--- config.mk ---
export PLATFORM = sky130hd
export DESIGN_NAME = shift_ex_stage
export DESIGN_NICKNAME = d
export VERILOG_FILES = /design/src/rtl/shift_ex_stage.sv
export SDC_FILE = /design/constraint.sdc
export NUM_CORES = 1
export LEC_CHECK = 0
export CAP_MARGIN = 20
export CORE_MARGIN = 2
export CORE_UTILIZATION = 35
export CTS_CLUSTER_DIAMETER = 120
export DETAILED_ROUTE_END_ITERATION = 10
export GPL_TIMING_DRIVEN = 0
export HOLD_SLACK_MARGIN = 0.06
export MAX_ROUTING_LAYER = met4
export PLACE_DENSITY = 0.74
export SLEW_MARGIN = 40
export SYNTH_ARGS = -nofsm -noshare
export SYNTH_HDL_FRONTEND = slang
export SYNTH_SLANG_ARGS = --single-unit
--- constraint.sdc ---
create_clock -name clk -period 2.1 [get_ports clk]
set_input_delay 0.21 -clock clk [delete_from_list [all_inputs] [get_ports clk]]
set_output_delay 0.21 -clock clk [all_outputs]
set_load 0.01 [all_outputs]
--- src/rtl/shift_ex_stage.sv ---
// shift_ex_stage: decodes MIPS R-type shifts for the external Shifter, registering operands in S1 and its result in S2.
module shift_ex_stage (
  input  logic        clk,
  input  logic        rst_n,
  input  logic        flush,
  input  logic        in_valid,
  output logic        in_ready,
  input  logic [5:0]  in_funct,
  input  logic [4:0]  in_shamt,
  input  logic        in_rot,
  input  logic [31:0] in_rs_val,
  input  logic [31:0] in_rt_val,
  input  logic [4:0]  in_rd,
  output logic [31:0] sh_in,
  output logic [4:0]  sh_amount,
  output logic [1:0]  sh_op,
  input  logic [31:0] sh_out,
  output logic        out_valid,
  input  logic        out_ready,
  output logic [31:0] out_result,
  output logic [4:0]  out_rd,
  output logic        out_illegal
);
  logic        legal, s2_adv, rs_unused;
  logic [1:0]  dec_op;
  logic [4:0]  dec_amt;
  logic        s1_valid, s1_ill, s2_valid, s2_ill;
  logic [31:0] s1_rt, s2_res;
  logic [1:0]  s1_op;
  logic [4:0]  s1_amt, s1_rd, s2_rd;
  assign rs_unused = ^in_rs_val[31:5];
  // Legal shifts are 000xyz with yz != 01; bit 2 selects the variable (rs) amount.
  always_comb begin
    legal   = in_funct[5:3] == 3'b000 && in_funct[1:0] != 2'b01;
    dec_op  = !legal || !in_funct[1] ? 2'b00 : in_funct[0] ? 2'b10 : in_rot ? 2'b11 : 2'b01;
    dec_amt = !legal ? 5'd0 : in_funct[2] ? in_rs_val[4:0] : in_shamt;
  end
  assign s2_adv   = s1_valid && (!s2_valid || out_ready);
  assign in_ready = !flush && (!s1_valid || s2_adv);
  always_ff @(posedge clk or negedge rst_n) begin
    if (!rst_n) begin
      s1_valid <= 1'b0;
      s1_rt    <= '0;
      s1_op    <= '0;
      s1_amt   <= '0;
      s1_rd    <= '0;
      s1_ill   <= 1'b0;
    end else if (flush) begin
      s1_valid <= 1'b0;
    end else if (in_ready) begin
      s1_valid <= in_valid;
      if (in_valid) begin
        s1_rt  <= in_rt_val;
        s1_op  <= dec_op;
        s1_amt <= dec_amt;
        s1_rd  <= in_rd;
        s1_ill <= !legal;
      end
    end
  end
  always_ff @(posedge clk or negedge rst_n) begin
    if (!rst_n) begin
      s2_valid <= 1'b0;
      s2_res   <= '0;
      s2_rd    <= '0;
      s2_ill   <= 1'b0;
    end else if (flush) begin
      s2_valid <= 1'b0;
    end else if (s2_adv) begin
      s2_valid <= 1'b1;
      s2_res   <= s1_ill ? 32'd0 : sh_out;
      s2_rd    <= s1_rd;
      s2_ill   <= s1_ill;
    end else if (out_ready) begin
      s2_valid <= 1'b0;
    end
  end
  assign sh_in       = s1_rt;
  assign sh_op       = s1_op;
  assign sh_amount   = s1_amt;
  assign out_valid   = s2_valid;
  assign out_result  = s2_res;
  assign out_rd      = s2_rd;
  assign out_illegal = s2_ill;
endmodule

==> impl_metrics.yaml <==
die:
  die_w_um: 105.4
  core_um2: 10140
  dieArea_um2: 11100
  pin_count: 197
  rows: 37
  die_h_um: 105.4
  initial_utilization: 0.3548
sta:
  layout_min_cycle_time_ns: 1.846
  rsz0062_at_grt: "false"
  setup_violations: 0
  fin_setup_tns_ns: 0
  fin_skew_ns: 0.01120
  slew_violations: 0
  fin_crit_sh: 0.8789
  max_slew.worst_pin.slew_ns: 0.4688
  whs_ns: 0.3275
  relSlewSlack: 0.6875
  fmax_ghz: 0.5418
  hold_violations: 0
pwr:
  power_frac_comb: 0.240
  internal_power_w: 0.003101
  pwr-share-seq: 0.468
  switching_share: 0.2454
  power_w: 0.004110
  power.leakage_nw: 2.539
  powerDensity_nw_per_um2: 720.0
  clockPowerShare: 0.292
  ir_drop_mv: 0.3455
  switchingPower_w: 0.001008
clock_tree:
  cts_htree_levels: 3
  clockBufferDepth: 2
  cts_setup_buffers: 0
  clk-insertion-delay-late_ns: 0.35
  cts_root_buf: "clkbuf_8"
  cts_inserted_buffers: 9
  hold_buffers: 1
  post_cts_resized: 0
  clk_pin_slew_worst_paths_ns: 0.09
  cts_tree: "yes"
  cts.sinks: 85
yosys:
  synth_cell_type_count: 22
  syn-num-nets: 354
  netlist_area_um2: 3597
  synth_xor_area_frac: 0
  ys_warn_count: 0
  synth-adder-area-share: 0
  synth_area_per_cell_um2: 15.24
  ys_seq_area_frac: 0.5913
  netlist_instances: 236
  synth_top_family_by_area: "multiplexers"
  yosys.area_share.simple: 0.07583
  synth_mux_area_frac: 0.2817
  synth_seq_cells: 85
  synth_compound_area_frac: 0.02435
setup_path:
  cp.required_ns: 1.89
  critPathKind: "flip-flop to output pin"
  arrival_ns: 1.64
  worstSetupEndpointType: "output pin"
  path_max_fanout: 6
  startpoint_type: "flip-flop"
global_route:
  grt_usage: 0.1584
  grt_first_pass_wirelength_mm: 13.54
  grt_pass1_vias: 2741
  antenna_found_initial: 0
  met3_usage: 0.03154
  use_met1: 0.2018
  met2_usage: 0.2512
  grt-busiest-layer: "met2"
  grt-ovfl-total: 0
  grt_max_degree: 46
placed_design:
  post-dp-hpwl_mm: 6.346
  numPlacedInstances: 542
  port_buffers: 169
  place_congestion: 0.7503
status:
  status: "finished, final reports clean"
finish:
  fillerInstances: 804
  regArea_um2: 2127
  finish.utilization: 0.5630
  area_delta_synth_final_pct: 58.68
  drive_gt1_frac: 0.1868
  multiInputGateArea_um2: 1374
  diodes: 0
  nets: 536
  fin_cells: 559
route:
  detail_route.iter0.violations: 58
  vias_per_cell: 4.513
  routed_wl_mm: 8.355
  routed-via-count: 2523
  drc: 0
  wl_per_cell_um: 14.95
  firstDrtPassIters: 6
  ant_nets: 0
flow_run:
  cap_violations: 0
min_path:
  hp-class: "input port to async pin"
## state kept, by name (all words and copies together), names as in the netlist
signal	flops
out_result	32
sh_in	32
out_rd	5
s1_rd	5
sh_amount	5
sh_op	2
out_illegal	1
out_valid	1
s1_ill	1
s1_valid	1
## logic make-up after synthesis
| kind of cell | count (synthesis) |
|---|---|
| mux | 80 |
| simple gates | 46 |
| compound gates | 11 |
| flops | 85 |
| buf+inv | 14 |
## layout make-up
| type | instances | share of cell area |
|---|---|---|
| flip-flops and latches | 85 | 0.3726 |
| repair buffers | 171 | 0.3032 |
| multi-input cells | 137 | 0.2407 |
| well taps | 136 | 0.02981 |
| clock buffers | 12 | 0.02718 |
| plain buffers | 12 | 0.01556 |
| clock inverters | 4 | 0.009645 |
| inverters | 2 | 0.001315 |
## layout by cell type, fill, tap and decap left out, types with 2 or more instances in the layout
cell type	n
buf_2	2
clkdlybuf4s50_1	168
a32o_1	5
mux2_4	30
nor2_1	6
mux2_1	27
buf_4	3
buf_6	5
o21ai_0	2
clkbuf_1	4
inv_1	2
nor2b_1	34
mux2_2	23
o31ai_1	2
clkbuf_8	11
dfrtp_1	85
## path summary, 6_finish.rpt
check	startpoint	endpoint	slack [ns]	cells after the start
max	out_valid	in_ready	0.25	3
min	rst_n	sh_in[24]	0.33	2
max reg2reg	out_valid	out_result[29]	0.28	5
min reg2reg	out_result[12]	out_result[12]	0.49	1
max in group asynchronous	rst_n	out_valid	1.22	3
min in group clk	in_rt_val[8]	sh_in[8]	0.46	2
## critical path, stage by stage (launching register included)
cell	delay, ns
dfrtp_1	0.39
and3b_1	0.24
nor2_1	0.11
clkdlybuf4s50_1	0.56
## cells in the mapped netlist
| cell type | number | area share |
|---|---|---|
| dfrtp_1 | 85 | 0.59 |
| nor2b_1 | 34 | 0.059 |
| mux2_4 | 30 | 0.13 |
| mux2_1 | 27 | 0.085 |
| mux2_2 | 23 | 0.072 |
| nor2_1 | 6 | 0.0063 |
| a32o_1 | 5 | 0.014 |
| buf_6 | 4 | 0.013 |
| buf_4 | 3 | 0.0063 |
| clkbuf_1 | 3 | 0.0031 |
| buf_2 | 2 | 0.0028 |
| inv_1 | 2 | 0.0021 |
| o21ai_0 | 2 | 0.0028 |
| o31ai_1 | 2 | 0.0042 |
| a21oi_1 | 1 | 0.0014 |
| a22oi_1 | 1 | 0.0021 |
| and3b_1 | 1 | 0.0024 |
| nand2_1 | 1 | 0.0010 |
| nand2b_1 | 1 | 0.0017 |
| nor3_1 | 1 | 0.0014 |
| nor3b_1 | 1 | 0.0021 |
| or2_1 | 1 | 0.0017 |
## per-stage QoR
step                      setup slack, ns  area, µm²
after detailed placement         -0.01357       5488
after global routing               0.1096       5708
after CTS                          0.2130       5708
after floorplan                    0.4982       3597
after global placement             -2.230       5459
final                              0.2544       5708
## layer usage
metal / up-vias / routed length, µm
met1: 1230 / 3694
li1: 1183 / -
met4: 0 / 126
met2: 98 / 4058
met5: - / 0
met3: 12 / 476
## power by group through the flow
stage                     sequential (W)  clock, W  combinational (W)
final                            0.00192   0.00120           0.000987
after CTS                        0.00192   0.00125            0.00100
after detailed placement         0.00195         0           0.000996
after global placement           0.00195         0           0.000976
after global routing             0.00195   0.00131            0.00105
after floorplan                  0.00202         0           0.000301
Note: power is estimated with default switching activity, not from simulation.
